===== config.mk =====
export PLATFORM = sky130hd
export DESIGN_NAME = brick_scan
export DESIGN_NICKNAME = d
export VERILOG_FILES = /design/src/rtl/brick_scan_pkg.sv /design/src/rtl/brick_tally_acc.sv /design/src/rtl/brick_scan.sv
export SDC_FILE = /design/constraint.sdc
export NUM_CORES = 1
export LEC_CHECK = 0
export BUFFER_PORTS_ARGS = -buffer_cell sky130_fd_sc_hd__buf_2
export CAP_MARGIN = 20
export CORE_MARGIN = 3
export CORE_UTILIZATION = 30
export CTS_BUF_LIST = sky130_fd_sc_hd__clkbuf_2 sky130_fd_sc_hd__clkbuf_4 sky130_fd_sc_hd__clkbuf_8
export DETAILED_ROUTE_END_ITERATION = 10
export PLACE_DENSITY = 0.58
export SYNTH_ARGS = -nofsm -noshare
export SYNTH_HDL_FRONTEND = slang
export SYNTH_SLANG_ARGS = --single-unit

===== constraint.sdc =====
create_clock -name clk -period 2.4 [get_ports clk]
set_input_delay 0.48 -clock clk [delete_from_list [all_inputs] [get_ports clk]]
set_output_delay 0.48 -clock clk [all_outputs]
set_load 0.01 [all_outputs]

===== src/rtl/brick_scan_pkg.sv =====
// brick_scan_pkg: shared widths, health encoding and FSM states for the brick scanner
package brick_scan_pkg;
  localparam int BRICKNUM = 128;
  localparam int ADDR_W = 10;
  localparam int HEALTH_W = 2;
  localparam logic [HEALTH_W-1:0] HEALTH_NONE = 2'd0;
  typedef enum logic [1:0] {S_IDLE, S_READ, S_DRAIN, S_DONE} state_t;
endpackage


===== src/rtl/brick_tally_acc.sv =====
// brick_tally_acc: per-health accumulators fed by qualified RAM samples
module brick_tally_acc
  import brick_scan_pkg::*;
#(
  parameter int CNT_W = 11
) (
  input  logic                clk,
  input  logic                resetn,
  input  logic                clear_i,
  input  logic                valid_i,
  input  logic [HEALTH_W-1:0] health_i,
  output logic [CNT_W-1:0]    total_o,
  output logic [CNT_W-1:0]    hp1_o,
  output logic [CNT_W-1:0]    hp2_o,
  output logic [CNT_W-1:0]    hp3_o
);
  logic [CNT_W-1:0] total_q, total_d, hp1_q, hp1_d, hp2_q, hp2_d, hp3_q, hp3_d;
  // valid_i gates every term so unqualified (possibly X) health never counts
  always_comb begin
    total_d = total_q + CNT_W'(valid_i && health_i != HEALTH_NONE);
    hp1_d   = hp1_q + CNT_W'(valid_i && health_i == 2'd1);
    hp2_d   = hp2_q + CNT_W'(valid_i && health_i == 2'd2);
    hp3_d   = hp3_q + CNT_W'(valid_i && health_i == 2'd3);
  end
  always_ff @(posedge clk) begin
    if (!resetn || clear_i) begin
      total_q <= '0;
      hp1_q   <= '0;
      hp2_q   <= '0;
      hp3_q   <= '0;
    end else begin
      total_q <= total_d;
      hp1_q   <= hp1_d;
      hp2_q   <= hp2_d;
      hp3_q   <= hp3_d;
    end
  end
  assign total_o = total_q;
  assign hp1_o   = hp1_q;
  assign hp2_o   = hp2_q;
  assign hp3_o   = hp3_q;
endmodule


===== src/rtl/brick_scan.sv =====
// brick_scan: sweeps the brick health RAM on start and reports per-health tallies
module brick_scan
  import brick_scan_pkg::*;
#(
  parameter int BRICK_NUM  = BRICKNUM,
  parameter int RD_LATENCY = 1,
  parameter int CNT_W      = 11
) (
  input  logic                clk,
  input  logic                resetn,
  input  logic                start,
  input  logic [HEALTH_W-1:0] mem_health,
  output logic                rd_en,
  output logic [ADDR_W-1:0]   rd_addr,
  output logic                busy,
  output logic                done,
  output logic [CNT_W-1:0]    bricks_left,
  output logic [CNT_W-1:0]    hp1_cnt,
  output logic [CNT_W-1:0]    hp2_cnt,
  output logic [CNT_W-1:0]    hp3_cnt,
  output logic                level_clear
);
  localparam logic [RD_LATENCY-1:0] VTOP = RD_LATENCY'(1) << (RD_LATENCY - 1);
  state_t state_q, state_d;
  logic [ADDR_W-1:0] addr_q, addr_d;
  logic [RD_LATENCY-1:0] vpipe_q, vpipe_d;
  logic [CNT_W-1:0] total, hp1, hp2, hp3;
  logic [CNT_W-1:0] bl_q, hp1_q, hp2_q, hp3_q;
  logic clr_q, clear, pending;
  // only entries behind the output stage matter: the output stage is consumed this cycle
  assign pending = |(vpipe_q & ~VTOP);
  assign clear = state_q == S_IDLE && start;
  assign vpipe_d = (vpipe_q << 1) | RD_LATENCY'(rd_en);
  always_comb begin
    state_d = state_q;
    addr_d = addr_q;
    case (state_q)
      S_IDLE: begin
        state_d = start ? S_READ : S_IDLE;
        addr_d = start ? '0 : addr_q;
      end
      S_READ: begin
        addr_d = addr_q + 1'b1;
        state_d = addr_q == ADDR_W'(BRICK_NUM - 1) ? S_DRAIN : S_READ;
      end
      S_DRAIN: state_d = pending ? S_DRAIN : S_DONE;
      default: state_d = S_IDLE;
    endcase
  end
  always_ff @(posedge clk) begin
    if (!resetn) begin
      state_q <= S_IDLE;
      addr_q  <= '0;
      vpipe_q <= '0;
      bl_q    <= '0;
      hp1_q   <= '0;
      hp2_q   <= '0;
      hp3_q   <= '0;
      clr_q   <= 1'b0;
    end else begin
      state_q <= state_d;
      addr_q  <= addr_d;
      vpipe_q <= vpipe_d;
      if (done) begin
        bl_q  <= total;
        hp1_q <= hp1;
        hp2_q <= hp2;
        hp3_q <= hp3;
        clr_q <= total == '0;
      end
    end
  end
  brick_tally_acc #(.CNT_W(CNT_W)) u_acc (
    .clk      (clk),
    .resetn   (resetn),
    .clear_i  (clear),
    .valid_i  (|(vpipe_q & VTOP)),
    .health_i (mem_health),
    .total_o  (total),
    .hp1_o    (hp1),
    .hp2_o    (hp2),
    .hp3_o    (hp3)
  );
  assign rd_en = state_q == S_READ;
  assign rd_addr = rd_en ? addr_q : '0;
  assign busy = state_q != S_IDLE;
  assign done = state_q == S_DONE;
  // final tallies show through during the done cycle, then the held copy takes over
  assign bricks_left = done ? total : bl_q;
  assign hp1_cnt = done ? hp1 : hp1_q;
  assign hp2_cnt = done ? hp2 : hp2_q;
  assign hp3_cnt = done ? hp3 : hp3_q;
  assign level_clear = done ? total == '0 : clr_q;
endmodule


==> metrics, run 1 <==
status=finished, final reports clean; r2r setup slk=approximately 540 ps; Clock Latency Late Sink=approximately 370 ps; row cnt=43; Die X=around 130 um; die height=approximately 130 um; postcts setup bufs=0; PD cells=558 nW/um^2; Worst R2R Path Depth=7; async set-reset flop share out of synthesis=0; HP Class=primary input to register; Fmax achieved=about 450 MHz; Initial Util=0.311; Final GP Congestion=approximately 0.86; # port buffers=between 60 and 70; main combinational cell family by area after synthesis=simple AND/OR/NAND/NOR gates; clock buffer depth=2; FF-to-FF Start=vpipe_q$_SDFF_PN0_; GRT Total Usage=0.123; CTS tree=built; vias in the first global route=around 3300; CP Class=register to primary output; Hold EP=state_q[0]$_SDFF_PN0_; DR vias=3446; core area=about 14000 sq um; initial antenna violation count=1; # setup viols final=0; sequential area share after synthesis=0.466; Design Power=approximately 0.0028 W; Post-synth EDFFs=0; Die ar.=approximately 16000 sq um; DRC violations left=0; period utilisation layout=0.932; area growth from synthesis to layout=15.7%; CTS Buf Count=9; ANT cells=0; mux cell area share after synthesis=0.118; area share of and/or/nand/nor cells after synthesis=0.240; Worst Hold Path Cells=3; post-layout min period=2240 ps; Worst-path clk slew=90 ps; CP Capture Type=primary output; count of pins over their slew limit=0; Switching Share=0.223; Final Hold Violating Endpoints=0; leakage power total=about 2.1 nW; most frequent cells after synthesis=102 x dfxtp_1, 50 x and2_1, 44 x mux2_2, 26 x a21oi_1, 23 x nand3_1; post-route insts no fill=~690; most frequent cell after synthesis=dfxtp_1; most area-consuming cells after synthesis=dfxtp_1 47%, mux2_2 11%, and2_1 7.1%; Post-CTS Resized=0; TritonRoute pass-1 iters=7; Mapped Nets=462; # IOs=63; Final ANT Viol Nets=0; Cell Int Power=0.00219 W; syn_area_per_cell=a little under 10 sq um; FF+latch count, synth=~100; clk_skew=12.3 ps; largest net degree at the start of global routing=29; Synth cell types=45; hold buffers post-CTS=0; cell area after placement=4870 sq um; maximum capacitance violations=0; switching power=roughly 0.00063 W; CTS root buffer=clkbuf_8; clock power share=0.368; DRT iter0 DRCs=between 150 and 200; first-pass GRT wire length=about 16000 um; worst vdd ir=approximately 230 uV; Slew Limit Headroom=0.597; final setup margin=163 ps; RSZ-0062 raised after global routing=false; Total Routed Length=between 9000 and 10000 um; leading area contributor after synthesis=dfxtp_1; Flop pwr share=0.604; post-synthesis compound-gate area fraction=0.0906; Comb pwr share=0.028; critical path launch point type=register; Hold Path Origin=start; Synth Flop Type=dfxtp_1; post-DP HPWL=6910 um; worst path required time=approximately 1900 ps; area fraction of the dominant cell type after synthesis=0.466; Place WS=~340 ps; drt wl/cell=approximately 14 um; Synth Area in Adders=0.0257; critical path arrival=roughly 1800 ps; Cells after Synth=about 450; total global routing overflow=0; Finished Cell Area=roughly 5100 sq um; synth warn=0; Total Nets Final=between 500 and 600; vias per cell=4.97; CTS H-tree lvls=3; dpl cells=between 600 and 700; Crit Path Max Fanout=11; Synth Cell Area=4380 sq um; Worst-Margin Slew=about 600 ps; clk sinks=a little over 100; Synth Area in XOR/XNOR=0.0260; Fin Setup TNS=0 ps; capturing point of the worst reg2reg path=u_acc.hp2_o[10]$_SDFF_PP0_; share of layout cells above drive strength 1=0.265
-- state kept, by name, indices dropped and copies added (netlist names) --
| signal | flops |
|---|---|
| addr_q | 10 |
| bl_q | 11 |
| clr_q | 1 |
| hp1_q | 11 |
| hp2_q | 11 |
| hp3_q | 11 |
| state_q | 2 |
| u_acc.hp1_o | 11 |
| u_acc.hp2_o | 11 |
| u_acc.hp3_o | 11 |
| u_acc.total_o | 11 |
| vpipe_q | 1 |
-- worst max-delay path, stage by stage, from the launching register on --
cell     delay, ps
dfxtp_1        540
nand2_2        130
inv_2          190
mux2_2         390
buf_2          150
-- power groups by stage --
stage                     Combinational [W]  Sequential, W  Clock (W)
after detailed placement          0.0000815        0.00174          0
after global routing              0.0000914        0.00171    0.00115
final                             0.0000798        0.00170    0.00104
after global placement            0.0000799        0.00174          0
after floorplan                   0.0000579        0.00174          0
after CTS                         0.0000814        0.00170    0.00109
-- cell type report --
class,instances,area (sq um)
Clock buffer,14,174
Multi-Input combinational cell,313,2190
Clock inverter,2,16.3
Timing Repair Buffer,69,367
Inverter,13,48.8
Sequential cell,102,2040
Fill cell,1469,9030
Tap cell,180,225
-- placed cells by master (no fill, tap or decap), types with 2 or more instances in the layout --
master and count:
inv_1 12, and2_1 50, or4_1 16, o21ai_0 14, clkbuf_4 3, ha_1 9, and3b_1 2, o211ai_1 4
mux2i_1 2, o21a_1 2, nor3_1 3, nand2b_1 2, clkbuf_8 11, nor2_1 19, mux2_2 44, nand4_2 2
xnor2_1 5, buf_4 6, nand4_1 6, o31ai_1 12, or3_1 11, nand2_2 2, a31oi_1 5, and3_1 10
nand3b_1 2, nand4b_1 2, nor4_1 3, a21oi_1 26, nand2_1 19, buf_2 62, nand3_1 23, dfxtp_1 102
xor2_1 8
-- per-layer routing --
layer / up-vias / wire length, um / track usage
li1: 1724 / - / -
met1: 1634 / 4640 / 0.158
met2: 67 / 4440 / 0.198
met3: 19 / 374 / 0.0303
met4: 2 / 206 / 0.0530
met5: - / 13 / 0
-- stage by stage --
step | util | hold slack [ps]
floorplan | - | 440
global placement | 0.345 | 454
detailed placement | 0.345 | 461
CTS | 0.359 | 435
global route | 0.359 | 480
finish | 0.359 | 469
-- how the worst max path moves through the flow --
stage                                     start  slack, ps  cells after the start                         end
after CTS                 state_q[0]$_SDFF_PN0_         60                      4                  hp3_cnt[4]
after global placement            mem_health[1]        400                      7   u_acc.hp1_o[8]$_SDFF_PP0_
after global routing      state_q[0]$_SDFF_PN0_         20                      4                  rd_addr[6]
final                     state_q[0]$_SDFF_PN0_        160                      4                  hp1_cnt[0]
after floorplan                   mem_health[1]        590                      6   u_acc.hp1_o[8]$_SDFF_PP0_
after detailed placement          mem_health[1]        340                      8  u_acc.hp2_o[10]$_SDFF_PP0_
-- cell families (layout without fill, tap and decap cells) --
group	count (synthesis)	count (layout)
compound gates	67	67
xor+xnor	13	13
fa+ha+maj	9	9
buf+inv	33	98
flops	102	102
mux	46	46
simple gates	178	178
No activity file was read; power rests on OpenSTA's default activity.
==> run 2, diff against run 1 <==
==> constraint.sdc (replaced) <==
create_clock -name clk -period 2.5 [get_ports clk]
set_input_delay 0.5 -clock clk [delete_from_list [all_inputs] [get_ports clk]]
set_output_delay 0.5 -clock clk [all_outputs]
set_load 0.01 [all_outputs]
==> run 2 against run 1 <==
Routed wire length down 0.53%. Die area unchanged. Critical endpoint is now hp2_cnt[2]. Hold slack improved by 6.4 ps. Cell count decreased by 0.14%. Register-to-register slack better by 110 ps. Core utilization rose by 0.11 points. Sequential share of layout area shrank 0.095 points. Highest routed layer unchanged.
==> metrics, run 2 (synthesis results as in run 1) <==
Initial Util=0.311 (unchanged); share of layout cells above drive strength 1=0.266 (+0.000518); # setup viols final=0 (unchanged); DRC violations left=0 (unchanged); Fin Setup TNS=0 ps (unchanged); total global routing overflow=0 (unchanged); Total Routed Length=9620 um (-0.53%); status=finished, final reports clean; DRT iter0 DRCs=197 (-0.51%); count of pins over their slew limit=0 (unchanged); CP max stage cell=dfxtp_1; worst vdd ir=213 uV (-5.4%); Crit path max-delay family=buffers and inverters; initial antenna violation count=1 (unchanged); Worst path max stage delay=400 ps (-140 ps); # IOs=63 (unchanged); Final ANT Viol Nets=0 (unchanged); worst path cell trace=nand2_4 > buf_4 > mux2_2 > buf_2; Final Hold Violating Endpoints=0 (unchanged); HP Class=register to register; clk sinks=102 (unchanged); vias per cell=4.96 (-0.18%); postcts setup bufs=0 (unchanged); clock buffer depth=2 (unchanged); maximum capacitance violations=0 (unchanged); RSZ-0062 raised after global routing=false; first-pass GRT wire length=16300 um (about the same); # port buffers=62 (unchanged); Worst-Margin Slew=616 ps (+12.8 ps); leakage power total=2.14 nW (+0.58%); post-DP HPWL=6880 um (-0.46%); CP Class=register to primary output; Crit Path Max Fanout=17 (+6); PD cells=542 nW/um^2 (-2.8%); TritonRoute pass-1 iters=4 (-3); Slew Limit Headroom=0.588 (-0.00852); row cnt=43 (unchanged); CTS Buf Count=9 (unchanged); CTS H-tree lvls=3 (unchanged); DR vias=3435 (-0.32%); GRT Total Usage=0.125 (+0.00127); most common cell after layout, fill and taps aside=dfxtp_1; period utilisation layout=0.940; die height=127 um (unchanged); CP bufs+invs=2 (unchanged); vias in the first global route=3406 (+1.7%); Worst-path clk slew=90 ps (about the same); largest net degree at the start of global routing=29 (unchanged); CP Capture Type=primary output; critical path arrival=1850 ps (+90 ps); Place WS=385 ps (+50.0 ps); Die X=127 um (unchanged); critical path launch point type=register; area growth from synthesis to layout=16.0%; Total Nets Final=521 (-0.19%); worst path required time=2000 ps (+80 ps); drt wl/cell=13.9 um (-0.38%); commonest cells after routing, fill and taps aside=101 x dfxtp_1, 62 x buf_2, 50 x and2_1, 44 x mux2_2, 26 x a21oi_1; Clock Latency Late Sink=380 ps (about the same); Fmax achieved=426 MHz; ANT cells=0 (unchanged); CTS tree=built; Die ar.=16100 sq um (unchanged); clk_skew=16.8 ps (+4.50 ps); post-layout min period=around 2300 ps; core area=14100 sq um (unchanged); CTS root buffer=clkbuf_8; Final GP Congestion=0.824 (-3.7%); final setup margin=151 ps (-12.0 ps)
[run 2: final cells by class]
cell class              count  area (sq um)
clock buffers              13           173
clock inverters             3          25.0
fillers                  1447          9020
inverters                  13          48.8
multi-input cells         313          2200
flip-flops and latches    102          2040
well taps                 180           225
repair buffers             68           368
[run 2: stage by stage]
| step | utilization | power [W] | instances | hold slack [ps] | cell area [sq um] |
|---|---|---|---|---|---|
| 6_report | 0.360 | 0.00275 | 692 | 476 | 5080 |
| 5_1_grt | 0.360 | 0.00287 | 692 | 493 | 5080 |
| 4_1_cts | 0.360 | 0.00280 | 692 | 471 | 5080 |
| 3_5_place_dp | 0.346 | 0.00176 | 676 | 461 | 4870 |
| 3_3_place_gp | 0.346 | 0.00175 | 676 | 453 | 4870 |
| 2_1_floorplan | - | 0.00173 | 448 | 440 | 4380 |
[run 2: worst reg2reg max path, cell delays in order (launching register included)]
cell and delay, ps:
dfxtp_1 370, nand2_1 60, nor2_1 110, ha_1 210, ha_1 220, nand4_1 210
or4_1 450, a21oi_1 150
[run 2: path summary, 6_finish.rpt]
check                               end                  start  depth (start not counted)  slack, ps
min reg2reg            clr_q$_SDFF_PN0_       clr_q$_SDFF_PN0_                          2        480
max reg2reg  u_acc.hp2_o[10]$_SDFF_PP0_     vpipe_q$_SDFF_PN0_                          7        650
min                    clr_q$_SDFF_PN0_       clr_q$_SDFF_PN0_                          2        480
max                          hp2_cnt[2]  state_q[1]$_SDFF_PN0_                          4        150
[run 2: routing by layer]
metal  share of wire  vias to the layer above  GRT usage
li1                -                     1717          -
met1            0.47                     1643      0.154
met2            0.47                       59      0.205
met3           0.046                       14     0.0320
met4           0.020                        2     0.0555
met5         0.00073                        -          0
[run 2: what timing repair did]
item,4_1_cts,5_1_grt
cloned,0,0
resized for setup,1,1
setup endpoints to repair,19,12
hold buffers,0,0
[run 2: power by group]
| part | switching [W] | internal [W] |
|---|---|---|
| Sequential | 0.00000792 | 0.00163 |
| Clock | 0.000575 | 0.000461 |
| Combinational | 0.0000552 | 0.0000242 |
| Total | 0.000639 | 0.00211 |
==> run 3, diff against run 2 <==
--- a/config.mk
+++ b/config.mk
@@ -12,6 +12,7 @@
 export CTS_BUF_LIST = sky130_fd_sc_hd__clkbuf_2 sky130_fd_sc_hd__clkbuf_4 sky130_fd_sc_hd__clkbuf_8
 export DETAILED_ROUTE_END_ITERATION = 10
 export PLACE_DENSITY = 0.58
+export SETUP_SLACK_MARGIN = 0.2
 export SYNTH_ARGS = -nofsm -noshare
 export SYNTH_HDL_FRONTEND = slang
 export SYNTH_SLANG_ARGS = --single-unit
==> run 3 against run 2 <==
Count of clock-buffer cells in the layout unchanged. Sequential power about the same. Largest power group unchanged. Highest routed layer unchanged. Power barely moved. Combinational power about the same. Hold slack hardly changed. Worst setup slack better by 180 ps. Critical path type unchanged. Design area grew 0.39%. Via count about the same. Sequential cell count unchanged. Largest cell class unchanged. Global-route usage unchanged.
==> metrics, run 3 (synthesis results as in run 1) <==
period utilisation layout=0.869 (-0.0707); dpl cells=676 (unchanged); Worst R2R Path Depth=7 (unchanged); switching power=0.000640 W (+0.19%); critical path launch point type=register; row cnt=43 (unchanged); maximum capacitance violations=0 (unchanged); critical path arrival=1670 ps (-180 ps); final setup margin=328 ps (+177 ps); post-DP HPWL=6880 um (unchanged); drt wl/cell=13.9 um (-0.29%); Fin Setup TNS=0 ps (unchanged); commonest cells after routing, fill and taps aside=100 x dfxtp_1, 62 x buf_2, 50 x and2_1, 44 x mux2_2, 26 x a21oi_1; vias in the first global route=3406 (unchanged); DRC violations left=0 (unchanged); CTS Buf Count=9 (unchanged); leakage power total=2.13 nW (-0.28%); Worst-path clk slew=100 ps (about the same); Comb pwr share=0.029 (about the same); r2r setup slk=660 ps (about the same); worst vdd ir=213 uV (about the same); DRT iter0 DRCs=162 (-18%); post-route insts no fill=692 (unchanged); Crit Path Max Fanout=17 (unchanged); Clock Latency Late Sink=380 ps (about the same); Final ANT Viol Nets=0 (unchanged); CP Capture Type=primary output; # port buffers=62 (unchanged); Slew Limit Headroom=0.583 (-0.00552); Place WS=385 ps (unchanged); Design Power=0.00275 W (about the same); first-pass GRT wire length=16300 um (unchanged); clock power share=0.377 (about the same); # IOs=63 (unchanged); Final Hold Violating Endpoints=0 (unchanged); count of pins over their slew limit=0 (unchanged); Final GP Congestion=0.824 (unchanged); CP Class=register to primary output; GRT Total Usage=0.125 (unchanged); clock buffer depth=2 (unchanged); Die ar.=16100 sq um (unchanged); CP Launch Point=state_q[1]$_SDFF_PN0_; CP endpoint=hp2_cnt[2]; die height=127 um (unchanged); clk_skew=16.3 ps (-0.515 ps); Total Nets Final=521 (unchanged); worst hold slack=476 ps (-0.0150 ps); TritonRoute pass-1 iters=4 (unchanged); CTS root buffer=clkbuf_8; hold buffers post-CTS=0 (unchanged); Die X=127 um (unchanged); Worst-Margin Slew=624 ps (+8.27 ps); ANT cells=0 (unchanged); most common cell after layout, fill and taps aside=dfxtp_1; FF-to-FF Start=vpipe_q$_SDFF_PN0_; capturing point of the worst reg2reg path=u_acc.hp2_o[10]$_SDFF_PP0_; Total Routed Length=9590 um (-0.29%); # setup viols final=0 (unchanged); status=finished, final reports clean; HP Class=register to register; worst path required time=2000 ps (about the same); DR vias=3437 (+0.058%); post-layout min period=2170 ps (-177 ps); Flop pwr share=0.594 (about the same); CTS H-tree lvls=3 (unchanged); Cell Int Power=0.00211 W (about the same); total global routing overflow=0 (unchanged); share of layout cells above drive strength 1=0.268 (+0.00195); area growth from synthesis to layout=16.5%; RSZ-0062 raised after global routing=false; Initial Util=0.311 (unchanged); Switching Share=0.232 (+0.000368); PD cells=540 nW/um^2 (-0.36%); initial antenna violation count=1 (unchanged); vias per cell=4.97 (about the same); postcts setup bufs=0 (unchanged); Fmax achieved=460 MHz (+8.1%); largest net degree at the start of global routing=29 (unchanged); clk sinks=102 (unchanged); core area=14100 sq um (unchanged); CTS tree=built
[run 3: cell counts in the layout (fill, tap and decap cells not counted)]
Identical to the previous run, type by type.
[run 3: metrics by stage]
step / area [sq um] / util
2_1_floorplan: 4380 / -
3_3_place_gp: 4870 / 0.346
3_5_place_dp: 4870 / 0.346
4_1_cts: 5090 / 0.361
5_1_grt: 5100 / 0.362
6_report: 5100 / 0.362
[run 3: worst min-delay path by stage]
stage / from / end / depth (start not counted) / slack (ps)
2_1_floorplan: clr_q$_SDFF_PN0_ / clr_q$_SDFF_PN0_ / 2 / 440
3_5_place_dp: clr_q$_SDFF_PN0_ / clr_q$_SDFF_PN0_ / 2 / 460
5_1_grt: start / state_q[0]$_SDFF_PN0_ / 3 / 490
4_1_cts: start / state_q[0]$_SDFF_PN0_ / 3 / 460
6_report: clr_q$_SDFF_PN0_ / clr_q$_SDFF_PN0_ / 2 / 480
3_3_place_gp: clr_q$_SDFF_PN0_ / clr_q$_SDFF_PN0_ / 2 / 450
[run 3: metal layers]
layer	part of all wire	GRT usage	wire length (um)
met1	0.46	0.154	4420
met5	0.00073	0	7
met3	0.050	0.0320	482
met4	0.020	0.0555	190
met2	0.47	0.205	4490
[run 3: layout make-up]
| cell class | count | area (sq um) |
|---|---|---|
| Inverter | 13 | 48.8 |
| Multi-Input combinational cell | 313 | 2200 |
| Clock inverter | 3 | 25.0 |
| Sequential cell | 102 | 2050 |
| Tap cell | 180 | 225 |
| Timing Repair Buffer | 68 | 375 |
| Fill cell | 1448 | 9000 |
| Clock buffer | 13 | 173 |
[run 3: worst max-delay path: stages, from the launching register on]
cell and delay [ps]:
dfxtp_2 390, nand2_8 160, buf_6 230, mux2_2 370, buf_2 140
[run 3: power by group through the flow]
stage | clock [W] | sequential [W] | combinational (W)
final | 0.00104 | 0.00164 | 0.0000793
after global routing | 0.00114 | 0.00164 | 0.0000910
after CTS | 0.00108 | 0.00164 | 0.0000814
after detailed placement | 0 | 0.00167 | 0.0000812
after global placement | 0 | 0.00167 | 0.0000796
after floorplan | 0 | 0.00167 | 0.0000556
[run 3: timing repair]
action / CTS / global route
endpoints found under the setup margin: 34 / 22
gates cloned: 0 / 0
hold endpoints to repair: 0 / 0
resized for setup: 5 / 2
